File: config.mk
export PLATFORM = sky130hd
export DESIGN_NAME = tap_sequencer
export DESIGN_NICKNAME = d
export VERILOG_FILES = /design/src/rtl/tap_sequencer.sv
export SDC_FILE = /design/constraint.sdc
export NUM_CORES = 1
export LEC_CHECK = 0
export CAP_MARGIN = 30
export CORE_MARGIN = 2
export CORE_UTILIZATION = 50
export CTS_CLUSTER_SIZE = 25
export DETAILED_ROUTE_END_ITERATION = 10
export PLACE_DENSITY = 0.94
export SETUP_SLACK_MARGIN = 0.5
export SLEW_MARGIN = 40
export SYNTH_ARGS = -nofsm -noshare
export SYNTH_HDL_FRONTEND = slang
export SYNTH_SLANG_ARGS = --single-unit
File: constraint.sdc
create_clock -name clk -period 4.27 [get_ports clk]
set_clock_uncertainty 0.15 [all_clocks]
set_input_delay 0.854 -clock clk [delete_from_list [all_inputs] [get_ports clk]]
set_output_delay 0.854 -clock clk [all_outputs]
set_load 0.03 [all_outputs]
File: src/rtl/tap_sequencer.sv
// Modulo-MODULUS up/down tap sequencer with free-run and one-shot sweeps,
// parallel load, and registered wrap/done strobes for the band filter MACs.
module tap_sequencer #(
    parameter int WIDTH   = 6,
    parameter int MODULUS = 64
) (
    input  logic             clk,
    input  logic             rst,
    input  logic             clk_enable,
    input  logic             mode,
    input  logic             count_down,
    input  logic             start,
    input  logic             load,
    input  logic [WIDTH-1:0] load_value,
    output logic [WIDTH-1:0] current_count,
    output logic             first,
    output logic             last,
    output logic             wrap,
    output logic             busy,
    output logic             done
);

    localparam logic [WIDTH-1:0] MAX_COUNT = WIDTH'(MODULUS - 1);

    typedef enum logic {
        IDLE = 1'b0,
        RUN  = 1'b1
    } state_t;

    state_t           state;
    logic [WIDTH-1:0] start_value;
    logic [WIDTH-1:0] terminal;
    logic [WIDTH-1:0] stepped;
    logic [WIDTH-1:0] load_clamped;
    logic             at_terminal;

    // Stepping past the terminal lands on the start value, which is exactly the
    // modulo-MODULUS wrap, so the adder never has to leave 0..MODULUS-1.
    always_comb begin
        start_value  = count_down ? MAX_COUNT : '0;
        terminal     = count_down ? '0 : MAX_COUNT;
        at_terminal  = (current_count == terminal);
        load_clamped = (load_value > MAX_COUNT) ? MAX_COUNT : load_value;
        if (at_terminal)
            stepped = start_value;
        else if (count_down)
            stepped = current_count - WIDTH'(1);
        else
            stepped = current_count + WIDTH'(1);
    end

    assign first = (current_count == start_value);
    assign last  = at_terminal;

    always_ff @(posedge clk) begin
        if (rst) begin
            current_count <= MAX_COUNT;
            state         <= IDLE;
            busy          <= 1'b0;
            wrap          <= 1'b0;
            done          <= 1'b0;
        end else begin
            // Strobes live for exactly one clock, independent of clk_enable.
            wrap <= 1'b0;
            done <= 1'b0;
            if (clk_enable) begin
                if (load) begin
                    current_count <= load_clamped;
                end else if (!mode) begin
                    state         <= RUN;
                    busy          <= 1'b1;
                    current_count <= stepped;
                    wrap          <= at_terminal;
                end else if (state == IDLE) begin
                    if (start) begin
                        current_count <= start_value;
                        state         <= RUN;
                        busy          <= 1'b1;
                    end
                end else if (at_terminal) begin
                    // One-shot sweep ends: hold at terminal, no wrap.
                    state <= IDLE;
                    busy  <= 1'b0;
                    done  <= 1'b1;
                end else begin
                    current_count <= stepped;
                end
            end
        end
    end

endmodule

# After elaboration in Yosys (flattened, before gate mapping)
# Index checks and enable logic that the tools add are counted.
[word_totals]
regBits = 10
latchBits = 0
ram_bits = 0
romBits = 0
inputBits = 13
out_inout_bits = 11
elab_cells = 42
n_memories = 0
[op_classes]
addsub = 2
n_mul = 0
div_mod_pow = 0
n_lt_le_gt_ge = 1
eq_ne = 6
n_shift = 0
mux = 19
bitwise = 4
reduce_logical = 5
[op_table]
columns = ["op", "n"]
rows = [
  ["two-way mux 6 bit", 10],
  ["equality test 6 bit", 2],
  ["two-way mux 1 bit", 9],
  ["adder 6 x 1 -> 6 bit, second input constant", 1],
  ["> comparator 6 bit, second input constant", 1],
  ["subtractor 6 x 1 -> 6 bit, second input constant", 1],
  ["OR reduction 5 bit", 1],
  ["!= test 4 x 1 -> 1 bit, second input constant", 1],
  ["!= test 4 bit, second input constant", 1],
  ["NOT 1 bit", 4],
  ["AND reduction 4 bit", 1],
  ["OR reduction 4 bit", 1],
  ["!= test 3 x 1 -> 1 bit, second input constant", 1],
  ["!= test 3 bit, second input constant", 1],
  ["AND reduction 3 bit", 1],
  ["AND reduction 2 bit", 1],
]

# Longest topological paths before layout
# Gate-level depths: netlist (run 1).
[depth]
ltp_word = 7
mapped_depth = 8

# Least setup slack after synthesis (run 1)
# No wires, ideal clock.
[synth_timing]
path_type = "input-to-output"
start = "input port count_down"
end = "output port first"
t_arrival_ns = 2.196
required_time_ns = 3.266
setup_slack_ns = 1.070
cell_stages = 3
n_path_buf = 0
cell_sequence = "ha_1 > or4_1 > a21oi_1"
[synth_via]
elab_chain_len = 2
[synth_rtl]
columns = ["item", "line", "rtl"]
rows = [
  ["start: declaration", "11", "input logic count_down,"],
  ["two-way mux 6 bit", "40", "start_value = count_down ? MAX_COUNT : '0;"],
  ["equality test 6 bit", "52", "assign first = (current_count == start_value);"],
  ["end: declaration", "16", "output logic first,"],
]
# Every way passes these cells.

# Worst setup path in the final report (run 1)
[layout_timing]
start = "input port count_down"
end = "output port last"
[layout_via]
elab_chain_len = 2
[layout_rtl]
columns = ["item", "line", "rtl"]
rows = [
  ["two-way mux 6 bit", "41", "terminal = count_down ? '0 : MAX_COUNT;"],
  ["equality test 6 bit", "42", "at_terminal = (current_count == terminal);"],
  ["end: declaration", "17", "output logic last,"],
]
# Every way passes these cells.

==> flow_summary.ini, run 1 <==
[route]
wire_per_inst_um = 14.2
drt-initial-drc-count = 42
avgViaCountPerCell = 6.06
via_count = 866
drcViolationCount = 0
drt_pre_antenna_iters = 4
drt-total-wl_um = 2030
drtAntennaViolNets = 0

[clock_network]
cts_buffers = 3
cts_root_buf = clkbuf_4
cts.sinks = 10
cts_max_level = 1
path_clk_slew_ns = 0.07
cts_max_path_buffers = 2
clk_latency_ns = 0.27
cts_setup_buffers = 0
cts_tree = done

[critical_path]
arrival_ns = 2.51
slowest_stage = or3_1
cp-end-kind = output pin
crit_required_ns = 3.27
crit_chain = clkbuf_2 -> ha_2 -> nand4_2 -> or3_1 -> inv_1 -> buf_4
critical_path.max_stage_delay_ns = 0.52
r2r-end = current_count[5]
regToRegStartpoint = current_count[3]
crit_start = count_down
start_kind = primary input
crit_family = simple AND/OR/NAND/NOR gates
criticalPathCategory = primary input to output pin
critPathMaxFanout = 12
crit_buf_inv = 3
r2r_slack_ns = 2.05
rr_worst_depth = 6

[logic_synthesis]
ys_ff_latch = 10
synth.distinct_cells = 35
avgSynthCellArea_sq_um = 7.92
synth.cell_area_sq_um = 832
ys_seq_area_share_pct = 24.1
yosysWarningCount = 0
synth_top_cell_area_share_pct = 24.1
syn-num-nets = 123
synth_area_leaders = dfxtp_1 (24%), ha_1 (6.0%), a21oi_1 (5.4%)
synth_top_cell_by_area = dfxtp_1
synthesis.instances = 105

[sta]
slew_headroom_pct = 56.7
clock.fmax_mhz = 284
fin_crit_sh_pct = 82.4
finalSetupViolations = 0
rsz0062_at_grt = false
maxSlewViolCount = 0
min_period_ns = 3.52
hold_violations = 0
worstMarginPinSlew_ns = 0.643
timing.setup.tns_ns = 0

[floorplanning]
coreArea_sq_um = 1540
die-area_sq_um = 2010
ioPinCount = 24
num_rows = 14
die_h_um = 44.8
die_w_um = 44.8
initial_utilization_pct = 54.0

[cells_and_area]
stdcell_count = 143
drive_gt1_share_pct = 13.4
final_nets = 146
area_growth_pct = 33.7
antennaDiodeCount = 0

[hold_path]
hold_path_depth = 2
min_to = busy
worstHoldPathType = flip-flop to flip-flop
worstHoldStart = busy

[place]
routabilityCongestion = 0.881
io_buffers = 23
dp_cells = 139
hpwl_um = 1540

[grt]
grt_max_degree = 15
track_usage_pct = 23.0
grt_pass1_wl_um = 3410
antenna_found_initial = 0
grt_pass1_vias = 836
grt_overflow_total = 0

[power]
powerDensity_nw_per_um2 = 293
power.leakage_nw = 0.420
p_total_w = 0.000326
ir_worst_vdd_mv = 0.240

[run]
max-cap-violations = 0

[outcome]
status = completed
## synthesized netlist by cell type, drive strengths merged
library cell,instances
o21ai,7
nand3,5
nand2,4
fa,1
nand3b,1
o21ba,1
ha,4
nor2b,2
a211oi,1
nor2,11
clkbuf,3
a211o,2
a21oi,9
inv,5
xnor2,3
a31oi,4
o22a,1
mux2i,1
nand2b,4
or3,2
nor4,4
dfxtp,10
a2111oi,1
o31ai,1
buf,2
nand4,1
nor3,9
mux2,2
o221ai,1
or4,1
xor2,2
## worst max-delay path by stage
stage,to,slack [ns],depth (start not counted)
4_1_cts,last,0.56,6
3_5_place_dp,last,0.27,6
2_1_floorplan,first,1.07,3
5_1_grt,last,0.67,6
6_report,last,0.75,6
3_3_place_gp,last,0.34,6
## per-layer routing
metal,GRT usage [%],routed length [um]
met4,6.47,0
met3,8.80,203
met5,0,0
met2,37.4,937
met1,28.5,885
## cells by family (layout without fill, tap and decap cells)
kind of cell               Yosys count  after routing  synth area share [%]
AOI/OAI and AO/OA                   28             28                  22.6
buffers and inverters               10             32                  5.11
DFF                                 10             10                  24.1
and+or+nand+nor                     44             44                  30.2
xor gates and xnor gates             5              5                  5.26
adders and majority gates            5              5                  8.42
muxes                                3              3                  4.36
## placed cells by master, fill, tap and decap left out, drive strengths merged, types with 3 or more instances in the layout
cell and count:
a21oi 9, nor3 9, o21ai 7, nor4 4, nand2 4, xnor2 3, nor2 11, a31oi 4
nand3 5, inv 5, dfxtp 10, clkbuf 5, clkdlybuf4s50 20, ha 4, nand2b 4
## worst reg2reg max path: cells and delay by family (launching register included)
family / cells / cell delay [ns]
adders and majority gates: 1 / 0.37
DFF: 1 / 0.33
AOI/OAI and AO/OA: 1 / 0.19
and+or+nand+nor: 3 / 0.77
muxes: 1 / 0.31
## layout make-up
cell class              instances  area [sq um]
inverters                       5          18.8
repair buffers                 23           220
fillers                       116           429
multi-input cells              85           617
clock buffers                   4          36.3
flip-flops and latches         10           200
well taps                      16          20.0
## power by group
group	total (W)	internal, W	switching (W)
clock network	0.0000862	0.0000519	0.0000344
registers	0.000109	0.000100	0.00000907
logic	0.000130	0.0000608	0.0000693
total	0.000326	0.000213	0.000113
## metrics by stage
step | hold WS, ns | cell area [sq um] | util, % | worst slack, ns
final | 0.331 | 1110 | 72.2 | 0.753
after detailed placement | 0.323 | 1050 | 68.3 | 0.268
after global routing | 0.382 | 1110 | 72.2 | 0.675
after CTS | 0.332 | 1100 | 71.4 | 0.557
after global placement | 0.313 | 1050 | 68.3 | 0.338
after floorplan | 0.345 | 832 | - | 1.07
## state kept, by name (all words and copies together) (netlist names)
name / count
busy: 1
current_count: 6
done: 1
state: 1
wrap: 1
## timing repair
| item | CTS | global route |
|---|---|---|
| pin swaps | 0 | 0 |
| setup endpoints to repair | 2 | 1 |
| resized for setup | 2 | 4 |
| hold buffers | 0 | 0 |
(Power assumes the default switching activity.)
==> inputs of run 2 (changes only) <==
--- a/config.mk
+++ b/config.mk
@@ -7,10 +7,10 @@
 export LEC_CHECK = 0
 export CAP_MARGIN = 30
 export CORE_MARGIN = 2
-export CORE_UTILIZATION = 50
+export CORE_UTILIZATION = 46
 export CTS_CLUSTER_SIZE = 25
 export DETAILED_ROUTE_END_ITERATION = 10
-export PLACE_DENSITY = 0.94
+export PLACE_DENSITY = 0.88
 export SETUP_SLACK_MARGIN = 0.5
 export SLEW_MARGIN = 40
 export SYNTH_ARGS = -nofsm -noshare
==> constraint.sdc (replaced) <==
create_clock -name clk -period 3.5 [get_ports clk]
set_clock_uncertainty 0.15 [all_clocks]
set_input_delay 0.7 -clock clk [delete_from_list [all_inputs] [get_ports clk]]
set_output_delay 0.7 -clock clk [all_outputs]
set_load 0.03 [all_outputs]
==> flow_summary.ini, run 2 (synthesis gave the netlist of run 1 again) <==
[grt]
grt_max_degree = 15
track_usage_pct = 22.4
grt_overflow_total = 0
grt_pass1_vias = 798
antenna_found_initial = 0
grt_pass1_wl_um = 3430

[route]
drt_pre_antenna_iters = 4
wire_per_inst_um = 13.4
drt-initial-drc-count = 28
drtAntennaViolNets = 0
drcViolationCount = 0
drt-total-wl_um = 2090
avgViaCountPerCell = 5.54
via_count = 865

[clock_network]
cts_root_buf = clkbuf_4
cts_tree = done
cts.sinks = 10
cts_max_path_buffers = 2
path_clk_slew_ns = 0.07
cts_max_level = 1
cts_setup_buffers = 0
clk_latency_ns = 0.28
cts_buffers = 3

[sta]
rsz0062_at_grt = false
fin_crit_sh_pct = 82.7
min_period_ns = 2.89
slew_headroom_pct = 57.5
hold_violations = 0
clock.fmax_mhz = 346
maxSlewViolCount = 0
finalSetupViolations = 0
timing.setup.tns_ns = 0
worstMarginPinSlew_ns = 0.631

[cells_and_area]
area_growth_pct = 41.4
final_nets = 150
largest_reg_flops = 6
multi_input_area_sq_um = 639
final_common_cell = clkdlybuf4s50_1
design_area_sq_um = 1180
antennaDiodeCount = 0
mostFrequentLayoutCells = clkdlybuf4s50_1 (20), nor2_1 (10), dfxtp_1 (10)
seq_area_sq_um = 200
fill_cells = 136
regMostFlops = current_count
drive_gt1_share_pct = 16.8

[floorplanning]
coreArea_sq_um = 1710
ioPinCount = 24
initial_utilization_pct = 48.7
die_w_um = 46.5
die_h_um = 46.5
die-area_sq_um = 2170
num_rows = 15

[critical_path]
criticalPathCategory = primary input to output pin
critical_path.max_stage_delay_ns = 0.52
crit_chain = buf_2 -> ha_4 -> or4_1 -> a21oi_1 -> buf_4
slowest_stage = or4_1
arrival_ns = 2.04
crit_required_ns = 2.65
critPathMaxFanout = 7
start_kind = primary input
cp-end-kind = output pin

[place]
routabilityCongestion = 0.878
hpwl_um = 1620
io_buffers = 23
placed_cell_area_sq_um = 1090

[run]
max-cap-violations = 0

[power]
power_frac_comb_pct = 41.0
power_switching_share_pct = 35.2
power.leakage_nw = 0.441
power_frac_seq_pct = 32.4
pwr-share-clk_pct = 26.6
power_switching_w = 0.000145
powerDensity_nw_per_um2 = 351
p_int_w = 0.000268
ir_worst_vdd_mv = 0.194

[outcome]
status = completed

[hold_path]
worstHoldPathType = flip-flop to flip-flop
## run 2: cell count changes in the layout (fill, tap and decap cells not counted), sizes merged
cell / previous run / this run
buf: 2 / 7
clkbuf: 5 / 4
## run 2: stage by stage
| step | hold slack, ns | std cells | utilization (%) | setup WS [ns] | total power [W] |
|---|---|---|---|---|---|
| after floorplan | 0.345 | 105 | - | 0.608 | 0.000239 |
| after global placement | 0.311 | 152 | 64.1 | 0.216 | 0.000288 |
| after detailed placement | 0.325 | 152 | 64.1 | 0.145 | 0.000292 |
| after CTS | 0.336 | 156 | 69.2 | 0.486 | 0.000414 |
| after global routing | 0.361 | 156 | 68.9 | 0.569 | 0.000436 |
| final | 0.329 | 156 | 68.9 | 0.607 | 0.000413 |
## run 2: area by class of cell
cell class / instances / share of cell area [%]
sequential: 10 / 17.0
clock buffer: 4 / 3.09
tap: 25 / 2.66
multi-input combinational: 85 / 54.4
inverter: 5 / 1.60
timing repair buffer: 27 / 21.3
## run 2: worst max-delay path: cells and delay by family
family	cells	cell delay, ns
fa+ha+maj	1	0.25
compound gates	1	0.14
buf+inv	2	0.42
simple gates	1	0.52
## run 2: power by group through the flow
stage	sequential [W]	combinational, W	clock, W
after CTS	0.000134	0.000168	0.000111
after global placement	0.000135	0.000153	0
final	0.000134	0.000169	0.000110
after global routing	0.000136	0.000184	0.000116
after detailed placement	0.000135	0.000157	0
after floorplan	0.000146	0.0000928	0
## run 2: metal layers
| layer | routed length [um] | share of wire (%) | up-vias | track usage (%) |
|---|---|---|---|---|
| met4 | 20 | 0.96 | 0 | 8.00 |
| li1 | - | - | 446 | - |
| met2 | 1040 | 50 | 30 | 41.4 |
| met3 | 91 | 4.4 | 3 | 2.35 |
| met1 | 932 | 45 | 386 | 26.0 |
| met5 | 0 | 0 | - | 0 |
## run 2: worst paths after layout
kind	start	end	slack, ns	cells after the start
min	busy	busy	0.33	2
min reg2reg	busy	busy	0.33	2
max reg2reg	current_count[4]	current_count[5]	1.32	7
max	count_down	first	0.61	5
## run 2: what timing repair did
action,CTS,global route
resized for setup,7,2
hold buffers,0,0
endpoints found under the setup margin,2,2
